<file path="config.mk">
export PLATFORM = sky130hd
export DESIGN_NAME = instr_encode_loader_flat
export DESIGN_NICKNAME = d
export VERILOG_FILES = /design/src/rtl/instr_encode_loader_if.sv /design/src/rtl/instr_encode_loader.sv /design/src/flat_wrapper.sv
export SDC_FILE = /design/constraint.sdc
export NUM_CORES = 1
export LEC_CHECK = 0
export CAP_MARGIN = 20
export CORE_MARGIN = 2
export CORE_UTILIZATION = 57
export DETAILED_ROUTE_END_ITERATION = 8
export PLACE_DENSITY = 0.86
export SLEW_MARGIN = 5
export SYNTH_ARGS = -nofsm -noshare
export SYNTH_HDL_FRONTEND = slang
export SYNTH_SLANG_ARGS = --single-unit
</file>
<file path="constraint.sdc">
create_clock -name clk -period 6.7 [get_ports clk]
set_clock_uncertainty 0.1 [all_clocks]
set_input_delay 0.67 -clock clk [delete_from_list [all_inputs] [get_ports clk]]
set_output_delay 0.67 -clock clk [all_outputs]
set_load 0.03 [all_outputs]
</file>
<file path="src/rtl/instr_encode_loader_if.sv">
// Request and memory-write bundle for instr_encode_loader.
// Handshake rules: a request transfers on a rising clk edge where req_vld
// and req_rdy are both high; a memory write completes on an edge where
// im_we and im_rdy are both high. While im_we is high and im_rdy is low,
// im_addr and im_wdata hold their values.
interface instr_encode_loader_if #(
    parameter int ADDR_W = 16
);
    logic              req_vld;
    logic              req_rdy;
    logic [3:0]        op;
    logic [3:0]        fa;
    logic [3:0]        fb;
    logic [11:0]       imm;
    logic              im_we;
    logic              im_rdy;
    logic [ADDR_W-1:0] im_addr;
    logic [15:0]       im_wdata;

    modport master (
        output req_vld, op, fa, fb, imm, im_rdy,
        input  req_rdy, im_we, im_addr, im_wdata
    );

    modport slave (
        input  req_vld, op, fa, fb, imm, im_rdy,
        output req_rdy, im_we, im_addr, im_wdata
    );
endinterface

</file>
<file path="src/rtl/instr_encode_loader.sv">
// instr_encode_loader: packs symbolic instruction fields into 16-bit ISA
// words, buffers them in a small FIFO and writes them to instruction memory
// from a programmable base address until a HLT word has been written.
// Define INSTR_ENC_RANGE_CHECK_EN to reject requests whose fields do not fit
// their slots (err_code 01); without it fields are truncated silently.
module instr_encode_loader #(
    parameter int ADDR_W = 16,
    parameter int DEPTH  = 4
) (
    input  logic              clk,
    input  logic              rst_n,
    input  logic              start,
    input  logic [ADDR_W-1:0] base_addr,
    instr_encode_loader_if.slave bus,
    output logic [ADDR_W:0]   count,
    output logic              busy,
    output logic              done,
    output logic              err,
    output logic [1:0]        err_code,
    output logic [1:0]        dbg_state
);
    localparam int PTR_W = $clog2(DEPTH);
    localparam logic [PTR_W:0]    PTR_ONE  = 1;
    localparam logic [ADDR_W-1:0] ADDR_ONE = 1;
    localparam logic [ADDR_W:0]   CNT_ONE  = 1;

    typedef enum logic [1:0] {
        S_IDLE  = 2'd0,
        S_LOAD  = 2'd1,
        S_DRAIN = 2'd2,
        S_DONE  = 2'd3
    } state_t;

    state_t            state_q, state_d;
    logic [15:0]       fifo_mem_q [DEPTH];
    logic [15:0]       fifo_mem_d [DEPTH];
    logic [PTR_W:0]    wr_ptr_q, wr_ptr_d;
    logic [PTR_W:0]    rd_ptr_q, rd_ptr_d;
    logic [ADDR_W-1:0] addr_q, addr_d;
    logic [ADDR_W:0]   count_q, count_d;
    logic              err_q, err_d;
    logic [1:0]        err_code_q, err_code_d;

    logic        fifo_empty;
    logic        fifo_full;
    logic        active;
    logic [15:0] head;
    logic [15:0] packed_word;
    logic        fields_ok;
    logic        accept;
    logic        push;
    logic        pop;
    logic        head_is_hlt;
    logic        at_top;

    // FIFO status, handshake outputs and the packed request word.
    always_comb begin
        fifo_empty  = (wr_ptr_q == rd_ptr_q);
        fifo_full   = (wr_ptr_q[PTR_W] != rd_ptr_q[PTR_W]) &&
                      (wr_ptr_q[PTR_W-1:0] == rd_ptr_q[PTR_W-1:0]);
        active      = (state_q == S_LOAD) || (state_q == S_DRAIN);
        head        = fifo_mem_q[rd_ptr_q[PTR_W-1:0]];
        head_is_hlt = (head[15:12] == 4'hF);
        at_top      = &addr_q;

        bus.req_rdy  = (state_q == S_LOAD) && !fifo_full;
        bus.im_we    = active && !fifo_empty;
        bus.im_addr  = addr_q;
        bus.im_wdata = fifo_empty ? 16'h0000 : head;

        if (bus.op <= 4'h9) begin
            packed_word = {bus.op, bus.fa, bus.fb, bus.imm[3:0]};
        end else if (bus.op <= 4'hB) begin
            packed_word = {bus.op, bus.fa, bus.imm[7:0]};
        end else if (bus.op == 4'hC) begin
            packed_word = {bus.op, bus.fa[2:0], bus.imm[8:0]};
        end else if (bus.op == 4'hD) begin
            packed_word = {bus.op, bus.imm};
        end else if (bus.op == 4'hE) begin
            packed_word = {bus.op, 4'h0, bus.fb, 4'h0};
        end else begin
            packed_word = 16'hF000;
        end

`ifdef INSTR_ENC_RANGE_CHECK_EN
        // Each field must fit its slot; the sign-extended forms count as fitting.
        if (bus.op <= 4'h7) begin
            fields_ok = (bus.imm[11:4] == 8'h00);
        end else if (bus.op <= 4'h9) begin
            fields_ok = (bus.imm[11:3] == 9'h000) || (&bus.imm[11:3]);
        end else if (bus.op <= 4'hB) begin
            fields_ok = (bus.imm[11:8] == 4'h0) || (&bus.imm[11:8]);
        end else if (bus.op == 4'hC) begin
            fields_ok = ((bus.imm[11:8] == 4'h0) || (&bus.imm[11:8])) && !bus.fa[3];
        end else begin
            fields_ok = 1'b1;
        end
`else
        fields_ok = 1'b1;
`endif

        accept = bus.req_vld && bus.req_rdy;
        push   = accept && fields_ok;
        pop    = bus.im_we && bus.im_rdy;
    end

    // Next-state logic for the session FSM, FIFO pointers and status.
    always_comb begin
        state_d    = state_q;
        fifo_mem_d = fifo_mem_q;
        wr_ptr_d   = wr_ptr_q;
        rd_ptr_d   = rd_ptr_q;
        addr_d     = addr_q;
        count_d    = count_q;
        err_d      = err_q;
        err_code_d = err_code_q;

        case (state_q)
            S_IDLE, S_DONE: begin
                if (start) begin
                    state_d    = S_LOAD;
                    addr_d     = base_addr;
                    count_d    = '0;
                    err_d      = 1'b0;
                    err_code_d = 2'b00;
                    wr_ptr_d   = '0;
                    rd_ptr_d   = '0;
                end
            end
            default: begin
                if (push) begin
                    fifo_mem_d[wr_ptr_q[PTR_W-1:0]] = packed_word;
                    wr_ptr_d = wr_ptr_q + PTR_ONE;
                end
                if (accept && !fields_ok) begin
                    err_d = 1'b1;
                    if (err_code_q == 2'b00) err_code_d = 2'b01;
                end
                if (accept && (bus.op == 4'hF)) begin
                    state_d = S_DRAIN;
                end
                if (pop) begin
                    rd_ptr_d = rd_ptr_q + PTR_ONE;
                    count_d  = count_q + CNT_ONE;
                    // The address saturates at the top of the space.
                    if (!at_top) addr_d = addr_q + ADDR_ONE;
                    if (head_is_hlt) begin
                        state_d = S_DONE;
                    end else if (at_top) begin
                        // No room for anything after this word: abandon the session.
                        state_d  = S_DONE;
                        err_d    = 1'b1;
                        if (err_code_d == 2'b00) err_code_d = 2'b10;
                        wr_ptr_d = '0;
                        rd_ptr_d = '0;
                    end
                end
            end
        endcase
    end

    // State registers with asynchronous reset.
    always_ff @(posedge clk or negedge rst_n) begin
        if (!rst_n) begin
            state_q    <= S_IDLE;
            wr_ptr_q   <= '0;
            rd_ptr_q   <= '0;
            addr_q     <= '0;
            count_q    <= '0;
            err_q      <= 1'b0;
            err_code_q <= 2'b00;
            for (int i = 0; i < DEPTH; i++) fifo_mem_q[i] <= '0;
        end else begin
            state_q    <= state_d;
            wr_ptr_q   <= wr_ptr_d;
            rd_ptr_q   <= rd_ptr_d;
            addr_q     <= addr_d;
            count_q    <= count_d;
            err_q      <= err_d;
            err_code_q <= err_code_d;
            fifo_mem_q <= fifo_mem_d;
        end
    end

    assign count     = count_q;
    assign busy      = (state_q == S_LOAD) || (state_q == S_DRAIN);
    assign done      = (state_q == S_DONE);
    assign err       = err_q;
    assign err_code  = err_code_q;
    assign dbg_state = state_q;
endmodule
</file>
<file path="src/flat_wrapper.sv">
// flat-port wrapper written by rule: the top's interface ports become plain ports
module instr_encode_loader_flat 
#(
    parameter int ADDR_W = 16,
    parameter int DEPTH  = 4
)
  (clk, rst_n, start, base_addr, count, busy, done, err, err_code, dbg_state, bus_req_vld, bus_op, bus_fa, bus_fb, bus_imm, bus_im_rdy, bus_req_rdy, bus_im_we, bus_im_addr, bus_im_wdata);
  instr_encode_loader_if #(.ADDR_W(ADDR_W)) bus_i ();
  input  logic clk;
  input  logic rst_n;
  input  logic start;
  input  logic [ADDR_W-1:0] base_addr;
  output logic [ADDR_W:0] count;
  output logic busy;
  output logic done;
  output logic err;
  output logic [1:0] err_code;
  output logic [1:0] dbg_state;
  input wire logic [$bits(bus_i.req_vld)-1:0] bus_req_vld;
  input wire logic [$bits(bus_i.op)-1:0] bus_op;
  input wire logic [$bits(bus_i.fa)-1:0] bus_fa;
  input wire logic [$bits(bus_i.fb)-1:0] bus_fb;
  input wire logic [$bits(bus_i.imm)-1:0] bus_imm;
  input wire logic [$bits(bus_i.im_rdy)-1:0] bus_im_rdy;
  output wire logic [$bits(bus_i.req_rdy)-1:0] bus_req_rdy;
  output wire logic [$bits(bus_i.im_we)-1:0] bus_im_we;
  output wire logic [$bits(bus_i.im_addr)-1:0] bus_im_addr;
  output wire logic [$bits(bus_i.im_wdata)-1:0] bus_im_wdata;
  assign bus_i.req_vld = bus_req_vld;
  assign bus_i.op = bus_op;
  assign bus_i.fa = bus_fa;
  assign bus_i.fb = bus_fb;
  assign bus_i.imm = bus_imm;
  assign bus_i.im_rdy = bus_im_rdy;
  assign bus_req_rdy = bus_i.req_rdy;
  assign bus_im_we = bus_i.im_we;
  assign bus_im_addr = bus_i.im_addr;
  assign bus_im_wdata = bus_i.im_wdata;
  instr_encode_loader #(.ADDR_W(ADDR_W), .DEPTH(DEPTH)) u_core (.clk(clk), .rst_n(rst_n), .start(start), .base_addr(base_addr), .bus(bus_i), .count(count), .busy(busy), .done(done), .err(err), .err_code(err_code), .dbg_state(dbg_state));
endmodule
</file>
==> results.sh, run 1 <==
export IMPL_syn_area_mm2=0.005736
export IMPL_ys_ff_latch=107
export IMPL_p_leak_nw=2.974
export IMPL_holdBufCountCts=0
export IMPL_area_growth_syn_to_layout_pct=22.43
export IMPL_grt_pass1_vias=4894
export IMPL_layout_nets=725
export IMPL_grt_use_total=0.2747
export IMPL_io_pins=103
export IMPL_worst_slew_pin_slew_ns=1.073
export IMPL_status="finished, final reports clean"
export IMPL_root_buffer="clkbuf_8"
export IMPL_dpl_worst_slack_ns=3.294
export IMPL_crit_top_cell="buf_4"
export IMPL_fmax_mhz=271.5
export IMPL_grt_max_degree=76
export IMPL_hold_viol_final=0
export IMPL_final_cells=808
export IMPL_die_y_um=104.3
export IMPL_tns_ns=0
export IMPL_min_period_ns=3.684
export IMPL_peakVddDrop_uv=238.9
export IMPL_cts_buffers=9
export IMPL_setup_viol_count_final=0
export IMPL_setup_slack_ns=3.016
export IMPL_crit_required_ns=5.93
export IMPL_die_w_um=104.3
export IMPL_numPortBuffers=101
export IMPL_ant_nets=0
export IMPL_cts_htree_levels=3
export IMPL_die_area_mm2=0.01088
export IMPL_syn_inst=590
export IMPL_end_kind="output pin"
export IMPL_drv_slew=0
export IMPL_cap_violations=0
export IMPL_initial_utilization=0.5868
export IMPL_synth_area_per_cell_um2=9.721
export IMPL_grt_first_pass_wirelength_mm=24.09
export IMPL_crit_fanout=16
export IMPL_diodes=0
export IMPL_routedWlPerCell_um=18.05
export IMPL_drt_initial_drc_count=366
export IMPL_final_period_utilization=0.5498
export IMPL_grt_overflow=0
export IMPL_firstDrtPassIters=6
export IMPL_tritoncts="built"
export IMPL_async_flop_share=1.000
export IMPL_ys_warn_count=0
export IMPL_route_vias_total=4935
export IMPL_antenna_found_initial=0
export IMPL_critPathMaxStageDelay_ns=0.71
export IMPL_drive_above_1_share=0.08148
export IMPL_crit_arrival_ns=2.91
export IMPL_worstSetupPathType="flop to output pin"
export IMPL_worstSkewPairLatency_ns=0.37
export IMPL_post_place_cells=792
export IMPL_start_kind="flop"
export IMPL_cts_setup_buffers=0
export IMPL_detailed_place_hpwl_mm=9.797
export IMPL_clk_path_buf_depth=2
export IMPL_critical_path_buf_inv_count=3
export IMPL_synth_main_ff_cell="dfrtp_1"
export IMPL_fillers=717
export IMPL_critical_path_top_delay_family="buffers and inverters"
export IMPL_rows=36
export IMPL_synth_seq_area_share=0.4668
export IMPL_drcViolationCount=0
export IMPL_rsz0062_at_grt="false"
export IMPL_cp_cell_sequence="buf_4 -> xor2_2 -> nor3_2 -> buf_4 -> nor2b_1 -> clkdlybuf4s50_1"
export IMPL_cts_resized=0
export IMPL_viasPerCell=6.108
export IMPL_place_gp_congestion=0.8884
export IMPL_hold_path_class="input port to asynchronous set/reset pin"
export IMPL_synth_edf_count=0
export IMPL_wirelength_mm=14.59
export IMPL_cp_slowest_cell="dfrtp_1"
export IMPL_cts_clk_slew_worst_paths_ns=0.10
export IMPL_synthDistinctLibCells=60
export IMPL_p_per_area_mw_per_mm2=468.2
export IMPL_relSlewSlack=0.2826
export IMPL_clkSinkCount=107
export IMPL_synth_fp_nets=644
export IMPL_coreArea_mm2=0.009774
[cells in the final DEF, fill, tap and decap left out, drive strengths merged, types with 8 or more instances in the layout]
cell type,Yosys,layout
clkdlybuf4s50,0,100
nor2b,23,23
clkbuf,17,11
nand2,100,100
and3,10,10
mux2,9,9
nor2,33,33
o21ai,58,58
mux4,16,16
xor2,8,8
nand3,24,24
a21oi,33,33
ha,9,9
inv,18,18
a22oi,11,11
dfrtp,107,107
[path summary, 6_finish.rpt]
| kind | startpoint | endpoint | slack, ns | cells after the start |
|---|---|---|---|---|
| worst min-delay path | rst_n | u_core.fifo_mem_q[9] | 0.12 | 1 |
| min in group clk | u_core.fifo_mem_q[36] | u_core.fifo_mem_q[36] | 0.39 | 2 |
| worst max-delay path | u_core.rd_ptr_q[0] | bus_im_wdata[11] | 3.02 | 6 |
| worst min register to register | u_core.fifo_mem_q[36] | u_core.fifo_mem_q[36] | 0.39 | 2 |
| max in group asynchronous | rst_n | u_core.bus.im_addr[9] | 5.11 | 2 |
| worst max register to register | u_core.rd_ptr_q[1] | u_core.bus.im_addr[1] | 3.17 | 5 |
[cell type report]
type	count	area [um2]	area share
Timing Repair Buffer	107	1061	0.1511
Sequential cell	107	2678	0.3813
Clock inverter	4	98.84	0.01408
Tap cell	133	166.4	0.02370
Clock buffer	11	141.4	0.02014
Inverter	18	67.56	0.009622
Multi-Input combinational cell	428	2809	0.4000
[registers in the layout (all words and copies together) (netlist names)]
signal and cells:
u_core.bus.im_addr 16, u_core.count 17, u_core.dbg_state 2, u_core.err 1, u_core.err_code 1, u_core.fifo_mem_q 64, u_core.rd_ptr_q 3, u_core.wr_ptr_q 3
[cells by family after synthesis]
| group | after synthesis | share of synthesized area |
|---|---|---|
| AOI/OAI and AO/OA | 153 | 0.1726 |
| xor gates and xnor gates | 15 | 0.02552 |
| adders and majority gates | 9 | 0.01963 |
| buffers and inverters | 55 | 0.04428 |
| DFF | 107 | 0.4668 |
| muxes | 26 | 0.08224 |
| other | 1 | 0.0006538 |
| and+or+nand+nor | 224 | 0.1883 |
[Yosys cell counts (all sizes together), types with 3 or more instances]
cell type / count / area share
o21ai: 58 / 0.051
a31oi: 5 / 0.0055
buf: 20 / 0.021
o22a: 4 / 0.0061
o31ai: 5 / 0.0065
nor3: 7 / 0.0061
nor2: 33 / 0.022
a22o: 4 / 0.0061
mux2: 9 / 0.018
nor4: 3 / 0.0044
nor2b: 23 / 0.025
a311oi: 4 / 0.0061
and3: 10 / 0.011
a22oi: 11 / 0.014
o22ai: 7 / 0.0076
dfrtp: 107 / 0.47
xnor2: 7 / 0.011
a21oi: 33 / 0.029
or4: 4 / 0.0052
nand4: 6 / 0.0076
o2bb2ai: 4 / 0.0061
ha: 9 / 0.020
xor2: 8 / 0.015
clkbuf: 17 / 0.011
nand3: 24 / 0.021
and4: 5 / 0.0081
and2: 3 / 0.0033
inv: 18 / 0.012
a21o: 3 / 0.0039
mux4: 16 / 0.063
or3: 3 / 0.0033
nor3b: 3 / 0.0059
nand2: 100 / 0.065
[metrics by stage]
step                utilization  total power [mW]  instance area, um2  hold slack (ns)
global placement         0.6923             2.717                6766           0.3530
global route             0.7184             3.487                7022           0.1473
finish                   0.7184             3.288                7022           0.1205
detailed placement       0.6923             2.791                6766           0.3648
CTS                      0.7168             3.271                7007           0.1395
floorplan                     -             2.214                5736           0.2744
[metal layers]
metal	vias up	global-route usage	wire length [um]
li1	2263	-	-
met1	2448	0.3649	6054
met2	189	0.4519	7344
met3	35	0.03822	826
met4	0	0.1197	359
met5	-	0	0
[where the power goes]
part	internal, mW	switching (mW)
Combinational	0.724	0.960
Clock	0.258	0.219
Sequential	0.896	0.230
Total	1.88	1.41
Power figures use the tool's default switching activity.
==> run 2: changes to the inputs <==
Settings changed: CORE_UTILIZATION 57 to 53, PLACE_DENSITY 0.86 to 0.8.
Clock period 6.7 ns to 3.5 ns, I/O delays scaled along.
==> run 2 against run 1 <==
  * Combinational power increased by 96%
  * Count of clock-buffer cells in the layout is 1 lower
  * Critical path depth fell by 2
  * Flip-flop and latch count unchanged
  * Power rose by 87%
  * First-iteration DRC count fell by 28%
  * Final area grew 0.59%
  * Worst hold slack lost 0.11 ns
  * Register-to-register slack got worse by 2.6 ns
  * Sequential share of layout area down 0.22 points
  * Critical endpoint is now bus_im_wdata[12]
==> results.sh, run 2 (synthesized netlist as in run 1, its figures left out) <==
export IMPL_rsz0062_at_grt="false"
export IMPL_rrSetupSlack_ns=0.54
export IMPL_numPortBuffers=101
export IMPL_worstSkewPairLatency_ns=0.37
export IMPL_viasPerCell=5.953
export IMPL_firstDrtPassIters=4
export IMPL_drive_above_1_share=0.09767
export IMPL_cts_resized=0
export IMPL_clk_path_buf_depth=2
export IMPL_drv_slew=0
export IMPL_grt_overflow=0
export IMPL_grt_use_total=0.2572
export IMPL_hold_viol_final=0
export IMPL_cts_htree_levels=3
export IMPL_worstSetupPathType="flop to output pin"
export IMPL_cts_setup_buffers=0
export IMPL_peakVddDrop_uv=500.3
export IMPL_placed_area_mm2=0.006853
export IMPL_clock_power_share=0.129
export IMPL_die_y_um=108.0
export IMPL_initial_utilization=0.5506
export IMPL_status="finished, final reports clean"
export IMPL_cap_violations=0
export IMPL_tritoncts="built"
export IMPL_seq_power_share=0.337
export IMPL_final_common_cell="dfrtp_1"
export IMPL_wirelength_mm=14.14
export IMPL_route_vias_total=4893
export IMPL_place_gp_congestion=0.8427
export IMPL_drcViolationCount=0
export IMPL_comb_power_share=0.534
export IMPL_worst_slew_pin_slew_ns=1.025
export IMPL_die_area_mm2=0.01167
export IMPL_p_int_mw=3.474
export IMPL_end_kind="output pin"
export IMPL_setup_viol_count_final=0
export IMPL_swShare=0.4358
export IMPL_cts_clk_slew_worst_paths_ns=0.10
export IMPL_cp_slowest_cell="mux4_2"
export IMPL_grt_max_degree=79
export IMPL_min_period_ns=2.961
export IMPL_holdBufCountCts=0
export IMPL_whs_ns=0.01120
export IMPL_io_pins=103
export IMPL_timing_rr_end="u_core.bus.im_addr[1]"
export IMPL_fmax_mhz=337.7
export IMPL_tns_ns=0
export IMPL_routedWlPerCell_um=17.20
export IMPL_p_leak_nw=3.001
export IMPL_crit_required_ns=3.05
export IMPL_top_register="u_core.fifo_mem_q"
export IMPL_cp_cell_sequence="buf_4 -> mux4_2 -> nor2b_1 -> clkdlybuf4s50_1"
export IMPL_hold_path_class="input port to asynchronous set/reset pin"
export IMPL_finalCoreUtilization=0.6781
export IMPL_clkSinkCount=107
export IMPL_ff2ff_path_depth=5
export IMPL_rows=37
export IMPL_detailed_place_hpwl_mm=9.910
export IMPL_timing_rr_start="u_core.wr_ptr_q[0]"
export IMPL_p_per_area_mw_per_mm2=871.8
export IMPL_grt_first_pass_wirelength_mm=23.72
export IMPL_die_w_um=108.0
export IMPL_final_area_mm2=0.007063
export IMPL_final_period_utilization=0.8460
export IMPL_final_cells=822
export IMPL_final_cell_mix="dfrtp_1, nand2_1, clkdlybuf4s50_1, o21ai_0"
export IMPL_drt_initial_drc_count=264
export IMPL_cts_buffers=9
export IMPL_start_kind="flop"
export IMPL_switching_power_mw=2.683
export IMPL_area_growth_syn_to_layout_pct=23.15
export IMPL_diodes=0
export IMPL_critPathMaxStageDelay_ns=0.62
export IMPL_crit_fanout=19
export IMPL_fillers=819
export IMPL_post_place_cells=806
export IMPL_layout_nets=735
export IMPL_grt_pass1_vias=4920
export IMPL_root_buffer="clkbuf_8"
export IMPL_antenna_found_initial=0
export IMPL_coreArea_mm2=0.01042
export IMPL_crit_arrival_ns=2.51
export IMPL_relSlewSlack=0.3158
export IMPL_largest_reg_flops=64
export IMPL_ant_nets=0
run 2: cell types whose count changed in the layout (fill, tap and decap cells not counted):
| cell | previous run | this run |
|---|---|---|
| inv_6 | 0 | 2 |
| bufinv_16 | 3 | 1 |
| buf_8 | 1 | 0 |
| clkinvlp_4 | 0 | 1 |
| buf_4 | 6 | 17 |
| clkbuf_1 | 1 | 0 |
| clkinv_4 | 1 | 2 |
run 2: how the worst max path moves through the flow:
| stage | from | endpoint | slack [ns] | cells past startpoint |
|---|---|---|---|---|
| 4_1_cts | u_core.rd_ptr_q[0] | bus_im_wdata[12] | 0.51 | 4 |
| 5_1_grt | u_core.wr_ptr_q[0] | u_core.bus.im_addr[1] | 0.30 | 5 |
| 3_5_place_dp | u_core.wr_ptr_q[0] | u_core.bus.im_addr[1] | 0.63 | 5 |
| 6_report | u_core.rd_ptr_q[0] | bus_im_wdata[12] | 0.54 | 4 |
| 3_3_place_gp | u_core.wr_ptr_q[0] | u_core.bus.im_addr[1] | 0.73 | 5 |
| 2_1_floorplan | u_core.dbg_state[1] | u_core.count[15] | 1.10 | 8 |
run 2: stage by stage:
stage	setup WS, ns	total power, mW
global route	0.3009	6.564
finish	0.5389	6.157
global placement	0.7333	5.256
detailed placement	0.6278	5.371
floorplan	1.100	4.238
CTS	0.5128	6.175
run 2: layout make-up:
type / count / area, um2 / share of cell area
Multi-Input combinational cell: 428 / 2809 / 0.3977
Sequential cell: 107 / 2678 / 0.3791
Timing Repair Buffer: 117 / 1129 / 0.1598
Tap cell: 136 / 170.2 / 0.02409
Clock buffer: 10 / 137.6 / 0.01949
Clock inverter: 6 / 72.57 / 0.01027
Inverter: 18 / 67.56 / 0.009566
run 2: power by group through the flow:
stage / clock [mW] / sequential, mW / combinational, mW
after floorplan: 0 / 2.21 / 2.03
after global placement: 0 / 2.05 / 3.21
after detailed placement: 0 / 2.09 / 3.28
after CTS: 0.806 / 2.07 / 3.30
after global routing: 0.864 / 2.13 / 3.57
final: 0.792 / 2.08 / 3.29
run 2: critical path: cells and delay by family (launching register included):
family                 cells  cell delay [ns]
buffers and inverters      2             0.96
muxes                      1             0.62
DFF                        1             0.40
and+or+nand+nor            1             0.16
run 2: layer usage:
metal | share of wire | global-route usage | vias up
met5 | 0 | 0 | -
met4 | 0.014 | 0.08150 | 0
met3 | 0.042 | 0.04762 | 20
met2 | 0.52 | 0.4358 | 139
met1 | 0.43 | 0.3371 | 2438
li1 | - | - | 2296
==> run 3: changes to the inputs <==
Clock period 3.5 ns to 2.88 ns, I/O delays scaled along.
==> run 3 against run 2 <==
  * Die area stayed put
  * Setup slack worse by 0.46 ns
  * Via count is 0.14% lower
  * Count of clock-buffer cells in the layout is 1 lower
  * Routed wire length is 1.3% lower
  * Sequential power is 22% higher
  * Largest power group unchanged
  * Largest cell class unchanged
  * First-iteration DRC count stayed put
  * Register-to-register slack worse by 0.17 ns
  * Global-route usage is 1.1 points lower
==> results.sh, run 3 (synthesized netlist as in run 1, its figures left out) <==
export IMPL_top_layer="met4"
export IMPL_clkSinkCount=107
export IMPL_ant_nets=0
export IMPL_rrSetupSlack_ns=0.37
export IMPL_clk_path_buf_depth=2
export IMPL_area_growth_syn_to_layout_pct=23.67
export IMPL_drive_above_1_share=0.1100
export IMPL_crit_fanout=14
export IMPL_met1Wirelength_mm=6.096
export IMPL_firstDrtPassIters=7
export IMPL_p_leak_nw=3.018
export IMPL_detailed_place_hpwl_mm=9.886
export IMPL_ff2ff_path_depth=7
export IMPL_top_register="u_core.fifo_mem_q"
export IMPL_final_cell_mix="dfrtp_1, nand2_1, clkdlybuf4s50_1, o21ai_0"
export IMPL_largest_reg_flops=64
export IMPL_end_kind="output pin"
export IMPL_hold_path_class="input port to asynchronous set/reset pin"
export IMPL_crit_arrival_ns=2.41
export IMPL_route_met3_wl_um=735
export IMPL_tritoncts="built"
export IMPL_die_w_um=108.0
export IMPL_diodes=0
export IMPL_status="finished, final reports clean"
export IMPL_final_period_utilization=0.9711
export IMPL_min_period_ns=2.797
export IMPL_die_y_um=108.0
export IMPL_p_per_area_mw_per_mm2=1050
export IMPL_final_area_mm2=0.007093
export IMPL_relSlewSlack=0.5674
export IMPL_setup_viol_count_final=0
export IMPL_cts_clk_slew_worst_paths_ns=0.10
export IMPL_routed_wl_met2_mm=6.952
export IMPL_grt_max_degree=50
export IMPL_cts_setup_buffers=0
export IMPL_routedWlPerCell_um=16.89
export IMPL_io_pins=103
export IMPL_layout_nets=740
export IMPL_root_buffer="clkbuf_8"
export IMPL_worstSetupPathType="flop to output pin"
export IMPL_hold_viol_final=0
export IMPL_fmax_mhz=357.6
export IMPL_grt_first_pass_wirelength_mm=22.74
export IMPL_coreArea_mm2=0.01042
export IMPL_wirelength_mm=13.96
export IMPL_fillers=845
export IMPL_peakVddDrop_uv=525.6
export IMPL_timing_rr_end="u_core.count[13]"
export IMPL_drcViolationCount=0
export IMPL_grt_use_total=0.2466
export IMPL_grt_pass1_vias=4683
export IMPL_drv_slew=0
export IMPL_antenna_found_initial=0
export IMPL_place_gp_congestion=0.8395
export IMPL_grt_overflow=0
export IMPL_worstSkewPairLatency_ns=0.37
export IMPL_viasPerCell=5.908
export IMPL_cts_buffers=9
export IMPL_die_area_mm2=0.01167
export IMPL_route_vias_total=4886
export IMPL_placed_area_mm2=0.006870
export IMPL_timing_rr_start="u_core.dbg_state[0]"
export IMPL_dpl_worst_slack_ns=0.4487
export IMPL_cap_violations=0
export IMPL_final_common_cell="dfrtp_1"
export IMPL_initial_utilization=0.5506
export IMPL_crit_required_ns=2.49
export IMPL_numPortBuffers=101
export IMPL_cts_htree_levels=3
export IMPL_rows=37
export IMPL_setup_slack_ns=0.08333
export IMPL_worst_slew_pin_slew_ns=0.6490
export IMPL_start_kind="flop"
export IMPL_drt_initial_drc_count=264
## run 3: worst max path at each step
stage,startpoint,endpoint,slack [ns],depth (start not counted)
finish,u_core.rd_ptr_q[0],bus_im_wdata[6],0.08,4
global route,u_core.wr_ptr_q[0],bus_im_wdata[7],-0.005,5
detailed placement,u_core.dbg_state[0],u_core.count[13],0.45,7
CTS,u_core.rd_ptr_q[0],bus_im_wdata[6],0.05,4
global placement,u_core.rd_ptr_q[0],bus_im_wdata[6],0.51,4
floorplan,u_core.dbg_state[1],u_core.count[15],0.48,8
## run 3: layer usage
| metal | vias to the layer above | global-route usage |
|---|---|---|
| met1 | 2389 | 0.3490 |
| met5 | - | 0 |
| met4 | 0 | 0.07875 |
| met2 | 179 | 0.3908 |
| li1 | 2300 | - |
| met3 | 18 | 0.04280 |
## run 3: metrics by stage
step | power [mW] | cells | hold slack [ns] | setup TNS (ns) | utilization
after global placement | 6.425 | 810 | 0.2470 | 0 | 0.6596
after detailed placement | 6.549 | 810 | 0.2504 | 0 | 0.6596
after global routing | 7.924 | 827 | 0.4123 | -0.004745 | 0.6810
final | 7.446 | 827 | 0.3704 | 0 | 0.6810
after CTS | 7.424 | 827 | 0.3864 | 0 | 0.6784
after floorplan | 5.150 | 590 | -0.1076 | 0 | -
## run 3: final cells by class
cell class	count	area [um2]	share of cell area
Multi-Input combinational cell	428	2831	0.3992
Sequential cell	107	2678	0.3775
Timing Repair Buffer	122	1160	0.1635
Tap cell	136	170.2	0.02399
Clock buffer	9	123.9	0.01746
Inverter	18	67.56	0.009525
Clock inverter	7	62.56	0.008820
## run 3: what timing repair did
| item | CTS | global route |
|---|---|---|
| hold buffers | 1 | 0 |
| hold endpoints to repair | 47 | 0 |
| setup endpoints to repair | 0 | 4 |
| gates resized for setup | 0 | 3 |
## run 3: power by group
part	switching, mW	internal (mW)	total (mW)	leakage (nW)
Clock	0.542	0.329	0.871	0.0855
Combinational	2.30	1.74	4.04	1.59
Sequential	0.452	2.08	2.54	1.35
## run 3: critical path: stages (launching register included)
cell	delay, ns
dfrtp_1	0.49
buf_6	0.26
mux4_2	0.54
nor2b_1	0.15
clkdlybuf4s50_1	0.60
==> RTL edit (config.mk and constraints of run 3) <==
Put one more register stage on the output `dbg_state`, with the module's reset. The value now appears one clock later. The other outputs are not delayed to match.
--- a/src/rtl/instr_encode_loader.sv
+++ b/src/rtl/instr_encode_loader.sv
@@ -187,5 +187,11 @@
     assign done      = (state_q == S_DONE);
     assign err       = err_q;
     assign err_code  = err_code_q;
-    assign dbg_state = state_q;
+    always_ff @(posedge clk or negedge rst_n) begin
+        if (!rst_n) begin
+            dbg_state <= '0;
+        end else begin
+            dbg_state <= state_q;
+        end
+    end
 endmodule
Function: changed (Yosys sat finds a counterexample within 4 cycles, from zero or initial values and one cycle with rst_n low).
==> RTL edit against run 3 <==
Wire length is 4.1% higher; sequential cell count rose by 2; worst setup slack improved by 0.021 ns; synthesized area increased by 0.22%; critical path depth stayed put; synthesized cell count decreased by 3.9%; power rose by 1.7%; design area up 1.5%.
==> RTL edit: results (changes against run 3) <==
metric,value,unit,change
status,"complete, no violations",,
synth_common_cells,"dfrtp_1, nand2_1, o21ai_0",,
timing.fmax,0.360,GHz,+0.77%
top_layer_used,met4,,
path_max_fanout,9,,-5
arrival,2.39,ns,-0.02 ns
grtUsageTotal,26.1,%,+1.5 points
cts_hold_buf,1,,unchanged
syn_area,5750,sq um,+0.22%
initialDrtViolationCount,271,,+2.7%
seqPwrFrac,33.8,%,-0.3 points
slew_headroom,33.0,%,-24 points
use_met2,43.9,%,+4.8 points
crit_family,buffers and inverters,,
pre_cts_slack,0.398,ns,-0.0505 ns
p_switching,3.33,mW,+1.1%
synth_cell_type_count,64,,+6.7%
power.leakage,3.08,nW,+2.2%
h-tree-depth,3,,unchanged
grt_start_max_net_pins,34,,-32%
worstSkewPairLatency,0.37,ns,about the same
diodes,0,,unchanged
endpoint,bus_im_wdata[13],,
portBuffers,101,,unchanged
holdWs,0.288,ns,-0.0820 ns
synth_fp_nets,621,,-3.6%
p_int,4.24,mW,+2.1%
grtUsageMet1,35.1,%,+0.19 points
cpPeakStageDelay,0.59,ns,
grt_pass1_vias,4860,,+3.8%
gp_congestion,0.856,,+1.9%
post-dp-hpwl,10400,microns,+5.6%
vdd_ir_drop_max,724,uV,+38%
drive_above_1_share,15.1,%,+4.1 points
dr_wl_met3,801,microns,+9.0%
final_nets,719,,-2.8%
rrSetupSlack,0.43,ns,+0.06 ns
cts-root-buf,clkbuf_8,,
cts_buffers,9,,unchanged
grt_pass1_wl,23900,microns,+4.9%
r2r_end,u_core.fifo_mem_q[5]$_DFFE_PN0P_,,
dr_wl_met2,7280,microns,+4.8%
dr.pass1.iters,5,,-2
routed_wirelength,14500,microns,+4.1%
reg2reg_from,u_core.rd_ptr_q[1]$_DFFE_PN0P_,,
cts_resized,3,,+3
reg2regPathDepth,5,,-2
hp-class,primary input to asynchronous set/reset pin,,
place_area,6980,sq um,+1.6%
met1_length,6320,microns,+3.6%
synth_area_leaders,"dfrtp_1, mux4_2, o21ai_0",,
critPathLaunch,u_core.rd_ptr_q[0]$_DFFE_PN0P_,,
use_met3,3.44,%,-0.84 points
ys_seq_area_share,47.5,%,+0.77 points
synthArstFlopShare,100,%,unchanged
vias_per_cell,5.94,,+0.53%
pwr-share-clk,11.6,%,
[RTL edit: changes by cell type after synthesis, moves of 5 or more]
cell / change
and2_1: +15
nand3_1: -6
mux2_2: +15
inv_1: -11
o21ai_0: +19
nor2b_1: -16
nand2_1: -26
o21ai_1: -5
o211ai_1: +6
nor2_1: -6
[RTL edit: through the flow]
step	utilization (%)	std cells
after floorplan	-	567
after global placement	65.2	793
after detailed placement	65.2	793
after CTS	67.2	810
after global routing	67.3	810
final	67.3	810
[RTL edit: cell type report]
cell class,instances,area (sq um)
Sequential cell,109,2730
Clock buffer,11,141
Inverter,8,30.0
Timing Repair Buffer,124,1220
Multi-Input combinational cell,413,2850
Tap cell,140,175
Fill cell,844,3500
Clock inverter,5,43.8
[RTL edit: logic make-up after synthesis]
kind of cell,share of synthesized area (%)
mux,10.4
buf+inv,3.42
fa+ha+maj,1.96
other cells,0.0652
simple gates,17.1
compound gates,17.5
flops,47.5
xor+xnor,2.13
